`config.mk`:
```
export PLATFORM = sky130hd
export DESIGN_NAME = lct_quality_sched
export DESIGN_NICKNAME = d
export VERILOG_FILES = /design/src/rtl/lct_quality_sched.sv
export SDC_FILE = /design/constraint.sdc
export NUM_CORES = 1
export LEC_CHECK = 0
export ABC_AREA = 1
export BUFFER_PORTS_ARGS = -buffer_cell sky130_fd_sc_hd__buf_2
export CAP_MARGIN = 25
export CORE_ASPECT_RATIO = 1.2
export CORE_MARGIN = 5
export CORE_UTILIZATION = 50
export DETAILED_ROUTE_END_ITERATION = 6
export GPL_ROUTABILITY_DRIVEN = 1
export PLACE_DENSITY = 0.73
export SETUP_SLACK_MARGIN = 0.5
export SLEW_MARGIN = 20
export SYNTH_ARGS = -nofsm -noshare
export SYNTH_HDL_FRONTEND = slang
export SYNTH_SLANG_ARGS = --single-unit
```
`constraint.sdc`:
```
create_clock -name clock -period 1.51 [get_ports clock]
set_input_delay 0.302 -clock clock [delete_from_list [all_inputs] [get_ports clock]]
set_output_delay 0.302 -clock clock [all_outputs]
set_load 0.005 [all_outputs]
```
`src/rtl/lct_quality_sched.sv`:
```
// Ranks the two LCTs of each bunch crossing by Run-3 quality through one shared
// evaluator and hands the ordered pair to the MPC stage over valid/ready.
module lct_quality_sched #(
  parameter int MXBXN  = 12,
  parameter int MXDROP = 8
) (
  input  logic              clock,
  input  logic              global_reset,
  input  logic              pair_vld,
  input  logic              lct0_a,
  input  logic              lct0_c,
  input  logic [2:0]        lct0_alct_nhit,
  input  logic [2:0]        lct0_clct_nhit,
  input  logic              lct1_a,
  input  logic              lct1_c,
  input  logic [2:0]        lct1_alct_nhit,
  input  logic [2:0]        lct1_clct_nhit,
  input  logic [MXBXN-1:0]  pair_bxn,
  output logic              pair_busy,
  output logic              out_vld,
  input  logic              out_rdy,
  output logic [1:0]        out_q0,
  output logic [1:0]        out_q1,
  output logic              out_swap,
  output logic [1:0]        out_nlct,
  output logic [MXBXN-1:0]  out_bxn,
  output logic [MXDROP-1:0] drop_cnt
);

  typedef enum logic [2:0] {
    IDLE  = 3'd0,
    EVAL0 = 3'd1,
    EVAL1 = 3'd2,
    SORT  = 3'd3,
    SEND  = 3'd4
  } state_t;

  typedef struct packed {
    logic       a;
    logic       c;
    logic [2:0] alct_nhit;
    logic [2:0] clct_nhit;
  } lct_t;

  localparam logic [MXDROP-1:0] DROP_MAX = {MXDROP{1'b1}};
  localparam logic [MXDROP-1:0] DROP_ONE = {{(MXDROP-1){1'b0}}, 1'b1};

  state_t             state_r;
  state_t             state_nxt_s;
  lct_t               buf_lct0_r;
  lct_t               buf_lct1_r;
  logic [MXBXN-1:0]   buf_bxn_r;
  logic               buf_full_r;
  lct_t               wrk_lct0_r;
  lct_t               wrk_lct1_r;
  logic [MXBXN-1:0]   wrk_bxn_r;
  logic [1:0]         q0_r;
  logic [1:0]         q1_r;
  logic               v0_r;
  logic               v1_r;
  lct_t               eval_in_s;
  logic [1:0]         eval_q_s;
  logic               eval_v_s;
  logic               accept_s;
  logic               swap_s;
  logic [2:0]         key0_s;
  logic [2:0]         key1_s;
  logic               out_vld_r;
  logic [1:0]         out_q0_r;
  logic [1:0]         out_q1_r;
  logic               out_swap_r;
  logic [1:0]         out_nlct_r;
  logic [MXBXN-1:0]   out_bxn_r;
  logic [MXDROP-1:0]  drop_cnt_r;

  // Quality of one LCT: the best hit count among the two detectors wins.
  function automatic logic [1:0] lct_quality(input lct_t l);
    logic [1:0] q;
    q = 2'd0;
    if (!(l.a && l.c)) begin
      q = 2'd0;
    end else if (l.alct_nhit == 3'd6 || l.clct_nhit == 3'd6) begin
      q = 2'd3;
    end else if (l.alct_nhit == 3'd5 || l.clct_nhit == 3'd5) begin
      q = 2'd2;
    end else if (l.alct_nhit == 3'd4 || l.clct_nhit == 3'd4) begin
      q = 2'd1;
    end else begin
      q = 2'd0;
    end
    return q;
  endfunction

  // Busy depends on registered state only, so there is no input-to-output path.
  assign pair_busy = buf_full_r && (state_r != IDLE);
  assign accept_s  = pair_vld && !pair_busy;

  // Shared evaluator input select.
  always_comb begin
    eval_in_s = wrk_lct1_r;
    if (state_r == EVAL0) begin
      eval_in_s = wrk_lct0_r;
    end else begin
      eval_in_s = wrk_lct1_r;
    end
  end

  assign eval_q_s = lct_quality(eval_in_s);
  assign eval_v_s = eval_in_s.a && eval_in_s.c;
  assign key0_s   = {v0_r, q0_r};
  assign key1_s   = {v1_r, q1_r};
  assign swap_s   = key1_s > key0_s;

  // Next-state logic.
  always_comb begin
    state_nxt_s = state_r;
    case (state_r)
      IDLE: begin
        if (buf_full_r) begin
          state_nxt_s = EVAL0;
        end else begin
          state_nxt_s = IDLE;
        end
      end
      EVAL0: state_nxt_s = EVAL1;
      EVAL1: state_nxt_s = SORT;
      SORT:  state_nxt_s = SEND;
      SEND: begin
        if (out_rdy) begin
          state_nxt_s = IDLE;
        end else begin
          state_nxt_s = SEND;
        end
      end
      default: state_nxt_s = IDLE;
    endcase
  end

  // State register.
  always_ff @(posedge clock) begin
    if (global_reset) begin
      state_r <= IDLE;
    end else begin
      state_r <= state_nxt_s;
    end
  end

  // One-deep input buffer; a same-cycle drain and accept leaves it full.
  always_ff @(posedge clock) begin
    if (global_reset) begin
      buf_full_r <= 1'b0;
      buf_lct0_r <= '0;
      buf_lct1_r <= '0;
      buf_bxn_r  <= '0;
    end else if (accept_s) begin
      buf_full_r <= 1'b1;
      buf_lct0_r <= '{lct0_a, lct0_c, lct0_alct_nhit, lct0_clct_nhit};
      buf_lct1_r <= '{lct1_a, lct1_c, lct1_alct_nhit, lct1_clct_nhit};
      buf_bxn_r  <= pair_bxn;
    end else if (state_r == IDLE && buf_full_r) begin
      buf_full_r <= 1'b0;
    end
  end

  // Saturating count of pairs refused while busy.
  always_ff @(posedge clock) begin
    if (global_reset) begin
      drop_cnt_r <= '0;
    end else if (pair_vld && pair_busy && drop_cnt_r != DROP_MAX) begin
      drop_cnt_r <= drop_cnt_r + DROP_ONE;
    end
  end

  // Working pair, per-LCT quality and ranked output registers.
  always_ff @(posedge clock) begin
    if (global_reset) begin
      wrk_lct0_r <= '0;
      wrk_lct1_r <= '0;
      wrk_bxn_r  <= '0;
      q0_r       <= 2'd0;
      q1_r       <= 2'd0;
      v0_r       <= 1'b0;
      v1_r       <= 1'b0;
      out_vld_r  <= 1'b0;
      out_q0_r   <= 2'd0;
      out_q1_r   <= 2'd0;
      out_swap_r <= 1'b0;
      out_nlct_r <= 2'd0;
      out_bxn_r  <= '0;
    end else begin
      out_vld_r <= (state_nxt_s == SEND);
      case (state_r)
        IDLE: begin
          if (buf_full_r) begin
            wrk_lct0_r <= buf_lct0_r;
            wrk_lct1_r <= buf_lct1_r;
            wrk_bxn_r  <= buf_bxn_r;
          end
        end
        EVAL0: begin
          q0_r <= eval_q_s;
          v0_r <= eval_v_s;
        end
        EVAL1: begin
          q1_r <= eval_q_s;
          v1_r <= eval_v_s;
        end
        SORT: begin
          out_swap_r <= swap_s;
          out_q0_r   <= swap_s ? q1_r : q0_r;
          out_q1_r   <= swap_s ? q0_r : q1_r;
          out_nlct_r <= {1'b0, v0_r} + {1'b0, v1_r};
          out_bxn_r  <= wrk_bxn_r;
        end
        default: begin
        end
      endcase
    end
  end

  assign out_vld  = out_vld_r;
  assign out_q0   = out_q0_r;
  assign out_q1   = out_q1_r;
  assign out_swap = out_swap_r;
  assign out_nlct = out_nlct_r;
  assign out_bxn  = out_bxn_r;
  assign drop_cnt = drop_cnt_r;

endmodule
```
==> insert_results.sql, run 1 <==
INSERT INTO impl_metrics (metric_group, metric, value, unit) VALUES
('cts', 'clkTransAtPathRegs', '0.10', 'ns'),
('final_layout', 'n_antenna_cell', '0', ''),
('worst_setup_path', 'cp-start-kind', 'flip-flop', ''),
('cts', 'cts_made_buffers', '9', ''),
('timing', 'final.setup.tns', '-0.125', 'ns'),
('worst_setup_path', 'worst-path-max-fanout', '5', ''),
('floorplanning', 'chipHeight', '106', 'um'),
('global_route', 'grt.overflow.total', '0', ''),
('cts', 'cts.sink_count', '94', ''),
('floorplanning', 'fp.dieW', '89.8', 'um'),
('worst_setup_path', 'cp_cell_sequence', 'buf_12 -> buf_8 -> nand4_1 -> nand2_4 -> nand2_1 -> nand2_1 -> nand3_2 -> nand2_2 -> nand2_2 -> a21oi_2', ''),
('global_route', 'antenna_found_initial', '0', ''),
('final_layout', 'layout.cell_area.non_filler', '5990', 'sq um'),
('logic_synthesis', 'synth.net_count', '518', ''),
('floorplanning', 'start_util', '50.5', '%'),
('power', 'vdd_ir_drop_max', '0.697', 'mV'),
('route', 'ant_nets_after_route', '0', ''),
('route', 'drt_iter0_drc', '335', ''),
('floorplanning', 'standard_cell_core_area', '7580', 'sq um'),
('timing', 'final_period_minus_worst_setup_slack', '1.57', 'ns'),
('timing', 'fmaxAchievable', '0.636', 'GHz'),
('worst_hold_path', 'hp-class', 'in -> reg', ''),
('timing', 'rsz0062_at_grt', 'true', ''),
('final_layout', 'fill_cells', '450', ''),
('final_layout', 'final_layout_size_suffix_gt1_share', '54.9', '%'),
('cts', 'tritoncts', 'yes', ''),
('route', 'detail_route.first_pass.iterations', '5', ''),
('timing', 'final.setup_skew', '0.0239', 'ns'),
('worst_setup_path', 'max_stage_delay', '0.39', 'ns'),
('timing', 'max-slew-margin-rel', '80.0', '%'),
('logic_synthesis', 'post_synthesis_cell_type_count', '33', ''),
('global_route', 'globalRouteTotalUtil', '20.8', '%'),
('logic_synthesis', 'post_synth_inst_count', '481', ''),
('timing', 'whs', '0.137', 'ns'),
('placement', 'detail_placement_hpwl', '5.41', 'mm'),
('worst_setup_path', 'sort_of_element_at_the_end_of_the_critical_path', 'flip-flop', ''),
('power', 'total_leakage_power', '2.52', 'nW'),
('worst_setup_path', 'critical_path_cell_with_the_highest_stage_delay', 'dfxtp_4', ''),
('final_layout', 'layout_commonest_cell', 'dfxtp_1', ''),
('timing', 'number_of_setup_violations_in_the_final_report', '3', ''),
('route', 'drt-total-wl', '13.3', 'mm'),
('logic_synthesis', 'synth_warnings', '0', ''),
('worst_setup_path', 'data_required_time_of_the_critical_path', '1.82', 'ns'),
('worst_setup_path', 'critical_path_class', 'reg -> reg', ''),
('outcome', 'violated_checks', 'setup timing', ''),
('cts', 'htree_num_levels', '3', ''),
('logic_synthesis', 'synth_register_bits', '94', ''),
('floorplanning', 'placementRows', '35', ''),
('cts', 'latest_clock_arrival_within_the_worst_skew_pair', '0.39', 'ns'),
('timing', 'final_critical_path_setup_slack', '-0.0624', 'ns'),
('outcome', 'run_status', 'finished, violations left', ''),
('cts', 'clock_path_buffers', '2', ''),
('run', 'max_cap_violations', '0', ''),
('floorplanning', 'floorplan.die_area', '9500', 'sq um'),
('worst_setup_path', 'timing.critical_path.max_delay_family', 'simple AND/OR/NAND/NOR gates', ''),
('final_layout', 'most-common-layout-cells', '60 x dfxtp_1, 46 x buf_2, 41 x nor2_1, 37 x inv_1, 35 x buf_6', ''),
('placement', 'dpl_cell_area', '4280', 'sq um'),
('final_layout', 'area.growth.synth_to_final', '56.7', '%'),
('logic_synthesis', 'synth_sequential_area_ratio', '49.2', '%'),
('placement', 'place_congestion', '0.957', ''),
('timing', 'finalMaxSlewViolations', '0', ''),
('route', 'post_route_drc_violation_count', '0', ''),
('logic_synthesis', 'synth_flop_cell', 'dfxtp_1', ''),
('global_route', 'largest_net_degree_at_the_start_of_global_routing', '64', ''),
('global_route', 'via_count_of_the_first_global_routing_pass', '3572', ''),
('global_route', 'grt_first_pass_wirelength', '16.4', 'mm'),
('floorplanning', 'io_pins', '61', ''),
('logic_synthesis', 'syn-cell-area', '3820', 'sq um'),
('worst_setup_path', 'worst-path-buf-inv', '2', ''),
('route', 'wl_per_cell', '19.0', 'um'),
('final_layout', 'finalNetCount', '642', '');
-- synthesized netlist by cell type (2+ instances only) --
master / count / area, sq um
a21oi_1: 58 / 290
a21oi_2: 3 / 26.3
buf_2: 5 / 25.0
buf_4: 4 / 30.0
buf_6: 7 / 78.8
clkbuf_1: 11 / 41.3
dfxtp_1: 94 / 1880
ha_1: 5 / 62.6
inv_1: 46 / 173
inv_2: 5 / 18.8
nand2_1: 47 / 176
nand2_2: 4 / 25.0
nand3_1: 8 / 40.0
nand3_2: 2 / 20.0
nand4_1: 11 / 68.8
nor2_1: 66 / 248
nor3_1: 2 / 10.0
o211ai_1: 6 / 45.0
o21ai_0: 72 / 360
o21ai_1: 9 / 45.0
xnor2_1: 2 / 17.5
xor2_1: 3 / 26.3
-- area by class of cell --
cell class              count  area (sq um)  share of cell area (%)
clock buffers               9           124                    2.07
clock inverters             7          57.6                   0.961
inverters                  53           251                    4.20
multi-input cells         307          2070                    34.6
flip-flops and latches     94          1940                    32.3
well taps                  92           115                    1.92
repair buffers            137          1400                    23.3
repair inverters            3          40.0                   0.668
-- final timing paths --
| check | from | end | slack [ns] | cells past startpoint |
|---|---|---|---|---|
| worst max-delay path | state_r[0] | q1_r[0] | -0.06 | 10 |
| worst min-delay path | pair_bxn[1] | buf_bxn_r[1] | 0.14 | 3 |
| worst max register to register | state_r[0] | q1_r[0] | -0.06 | 10 |
| worst min register to register | wrk_lct1_r[6] | wrk_lct1_r[6] | 0.47 | 2 |
-- tightest hold or removal path: stages --
cell and delay, ns:
buf_2 0.07, nor2_1 0.03, nor2_1 0.07
-- per-stage QoR --
stage,instances,worst slack [ns]
final,702,-0.0624
after global routing,702,-0.120
after CTS,679,0.0584
after detailed placement,617,0.0586
after global placement,617,0.0984
after floorplan,481,0.165
-- report_power, final --
group | internal (mW) | switching (mW)
combinational | 0.546 | 0.686
clock | 0.622 | 0.989
sequential | 2.64 | 0.118
total | 3.81 | 1.79
-- logic make-up after synthesis --
kind of cell,synth area share [%]
simple gates,17.1
flops,49.2
fa+ha+maj,1.64
compound gates,20.6
xor+xnor,1.15
buf+inv,10.2
-- sequential cells by signal, summed over array words and instances (netlist names), 3 cells and up --
name / count
drop_cnt: 8
buf_lct1_r: 8
out_bxn: 12
buf_bxn_r: 12
wrk_lct0_r: 8
wrk_bxn_r: 12
wrk_lct1_r: 8
state_r: 3
buf_lct0_r: 8
-- per-layer routing --
metal	wire, um	global-route usage (%)
met5	0	0
met4	559	7.67
met3	681	3.85
met2	6970	37.2
met1	5100	24.4
-- what timing repair did --
item                       CTS  global route
resized for setup          139            92
pin swaps                   52            34
cloned                       7            10
setup endpoints to repair  122           122
buffers inserted            39            13
No activity file was read; power rests on OpenSTA's default activity.
==> run 2: changes to the inputs <==
==> constraint.sdc (replaced) <==
create_clock -name clock -period 1.51 [get_ports clock]
set_input_delay 0.151 -clock clock [delete_from_list [all_inputs] [get_ports clock]]
set_output_delay 0.151 -clock clock [all_outputs]
set_load 0.005 [all_outputs]
==> insert_results.sql, run 2 (synthesis gave the netlist of run 1 again) <==
INSERT INTO impl_metrics (metric_group, metric, value, unit) VALUES
('cts', 'clkTransAtPathRegs', '0.11', 'ns'),
('global_route', 'grt.overflow.total', '0', ''),
('global_route', 'grt_first_pass_wirelength', '18.5', 'mm'),
('power', 'total_power', '6.04', 'mW'),
('timing', 'rsz0062_at_grt', 'true', ''),
('route', 'vias_per_cell', '5.96', ''),
('worst_setup_path', 'cp_cell_sequence', 'buf_6 -> inv_4 -> nand4_1 -> nand2_2 -> nand3_4 -> nand2_2 -> o21ai_2 -> a21oi_1', ''),
('cts', 'cts_made_buffers', '9', ''),
('cts', 'tritoncts', 'yes', ''),
('floorplanning', 'fp.dieW', '89.8', 'um'),
('floorplanning', 'placementRows', '35', ''),
('route', 'detail_route.first_pass.iterations', '5', ''),
('cts', 'htree_num_levels', '3', ''),
('cts', 'latest_clock_arrival_within_the_worst_skew_pair', '0.38', 'ns'),
('global_route', 'globalRouteTotalUtil', '24.0', '%'),
('final_layout', 'area.growth.synth_to_final', '64.7', '%'),
('route', 'vias', '4288', ''),
('floorplanning', 'io_pins', '61', ''),
('worst_setup_path', 'critical_path_class', 'reg -> reg', ''),
('outcome', 'violated_checks', 'hold timing, setup timing', ''),
('worst_hold_path', 'hp-class', 'in -> reg', ''),
('route', 'post_route_drc_violation_count', '0', ''),
('placement', 'place_congestion', '0.942', ''),
('worst_setup_path', 'sort_of_element_at_the_end_of_the_critical_path', 'flip-flop', ''),
('floorplanning', 'start_util', '50.5', '%'),
('timing', 'finalMaxSlewViolations', '0', ''),
('final_layout', 'n_antenna_cell', '0', ''),
('power', 'vdd_ir_drop_max', '0.601', 'mV'),
('timing', 'max-slew-margin-rel', '71.4', '%'),
('route', 'wl_per_cell', '21.3', 'um'),
('timing', 'worst_slew_pin_slew', '0.428', 'ns'),
('timing', 'min_period_over_period', '104', '%'),
('global_route', 'grtUsageMet1', '26.8', '%'),
('worst_setup_path', 'crit_path_frequent_cell', 'nand2_2', ''),
('placement', 'detail_placement_hpwl', '5.57', 'mm'),
('final_layout', 'finalNetCount', '660', ''),
('timing', 'fmaxAchievable', '0.637', 'GHz'),
('timing', 'number_of_setup_violations_in_the_final_report', '6', ''),
('cts', 'clock_tree.root_cell', 'clkbuf_8', ''),
('cts', 'cts.sink_count', '94', ''),
('floorplanning', 'chipHeight', '106', 'um'),
('placement', 'dp_worst_setup_slack', '0.0530', 'ns'),
('timing', 'final_period_minus_worst_setup_slack', '1.57', 'ns'),
('final_layout', 'instances_no_fill', '720', ''),
('worst_setup_path', 'critical_path_cell_with_the_highest_stage_delay', 'dfxtp_4', ''),
('worst_setup_path', 'max_stage_delay', '0.39', 'ns'),
('worst_setup_path', 'cp-start-kind', 'flip-flop', ''),
('worst_setup_path', 'data_required_time_of_the_critical_path', '1.79', 'ns'),
('timing', 'final_critical_path_setup_slack', '-0.0605', 'ns'),
('global_route', 'via_count_of_the_first_global_routing_pass', '3745', ''),
('global_route', 'grt_busiest_layer', 'met2', ''),
('floorplanning', 'standard_cell_core_area', '7580', 'sq um'),
('final_layout', 'final_core_utilization', '83.1', '%'),
('final_layout', 'layout_commonest_cell', 'dfxtp_1', ''),
('placement', 'port_buffers', '60', ''),
('final_layout', 'multi_input_area', '2160', 'sq um'),
('global_route', 'antenna_found_initial', '0', ''),
('final_layout', 'fill_cells', '386', ''),
('final_layout', 'regArea', '1940', 'sq um'),
('route', 'ant_nets_after_route', '0', ''),
('placement', 'dpl.cell_count', '613', ''),
('global_route', 'largest_net_degree_at_the_start_of_global_routing', '54', ''),
('global_route', 'gr-usage-met3', '5.57', '%'),
('worst_setup_path', 'worst-path-max-fanout', '5', ''),
('route', 'drt-total-wl', '15.3', 'mm'),
('route', 'drt_iter0_drc', '418', ''),
('final_layout', 'final_layout_size_suffix_gt1_share', '54.0', '%'),
('final_layout', 'most-common-layout-cells', '66 x dfxtp_1, 55 x nor2_1, 48 x buf_2, 40 x a21oi_2, 39 x inv_1', ''),
('outcome', 'run_status', 'finished, violations left', ''),
('timing', 'final-hold-violation-count', '2', ''),
('global_route', 'grt_use_met2', '42.8', '%'),
('run', 'max_cap_violations', '0', ''),
('power', 'total_leakage_power', '2.64', 'nW'),
('power', 'cellPowerDensity', '960', 'nW/um^2'),
('timing', 'final.setup_skew', '0.0171', 'ns'),
('floorplanning', 'floorplan.die_area', '9500', 'sq um'),
('timing', 'whs', '-0.0102', 'ns'),
('worst_setup_path', 'worst-endpoint-arrival', '1.85', 'ns'),
('cts', 'clock_path_buffers', '2', '');
[run 2: changes by cell type in the layout (fill, tap and decap cells not counted), moves of 7 or more]
cell / before / now
dfxtp_2: 29 / 17
a21oi_2: 28 / 40
nor2_4: 10 / 3
dlygate4sd3_1: 0 / 16
nor2_1: 41 / 55
o21ai_0: 20 / 7
a21oi_1: 31 / 17
nor2_2: 17 / 10
[run 2: timing repair]
| item | in CTS | in global routing |
|---|---|---|
| setup endpoints to repair | 102 | 117 |
| hold endpoints to repair | 15 | 1 |
| hold buffers | 15 | 1 |
| pin swaps | 37 | 63 |
| cloned | 12 | 5 |
| buffers inserted | 31 | 27 |
| gates resized for setup | 129 | 111 |
[run 2: metal layers]
metal / wire [um] / part of all wire [%]
met1: 5530 / 36
met5: 0 / 0
met3: 1020 / 6.6
met4: 1160 / 7.6
met2: 7630 / 50
[run 2: final timing paths]
path / from / to / slack (ns) / cells past startpoint
worst max-delay path: state_r[2] / q1_r[1] / -0.06 / 8
worst min register to register: wrk_bxn_r[11] / wrk_bxn_r[11] / 0.48 / 2
worst min-delay path: pair_bxn[1] / buf_bxn_r[1] / -0.01 / 3
worst max register to register: state_r[2] / q1_r[1] / -0.06 / 8
[run 2: where the power goes]
part,switching (mW),internal [mW]
registers,0.151,2.63
logic,0.759,0.657
clock network,1.01,0.840
total,1.92,4.13
[run 2: metrics by stage]
step / area [sq um] / TNS (ns)
after floorplan: 3970 / 0
after global placement: 4260 / 0
after detailed placement: 4260 / 0
after CTS: 5500 / 0
after global routing: 6300 / -0.934
final: 6300 / -0.158
[run 2: critical path, delay by kind of cell (launching register included)]
| kind | cells | cell delay (ns) |
|---|---|---|
| AOI/OAI and AO/OA | 2 | 0.34 |
| buffers and inverters | 2 | 0.20 |
| DFF | 1 | 0.39 |
| and+or+nand+nor | 4 | 0.55 |
[run 2: area by class of cell]
class                   count  share of cell area, %
well taps                  92                   1.83
inverters                  53                   3.64
flip-flops and latches     94                   30.9
clock inverters             6                   1.23
clock buffers              10                   2.19
repair inverters            2                  0.199
repair buffers            156                   25.8
multi-input cells         307                   34.3
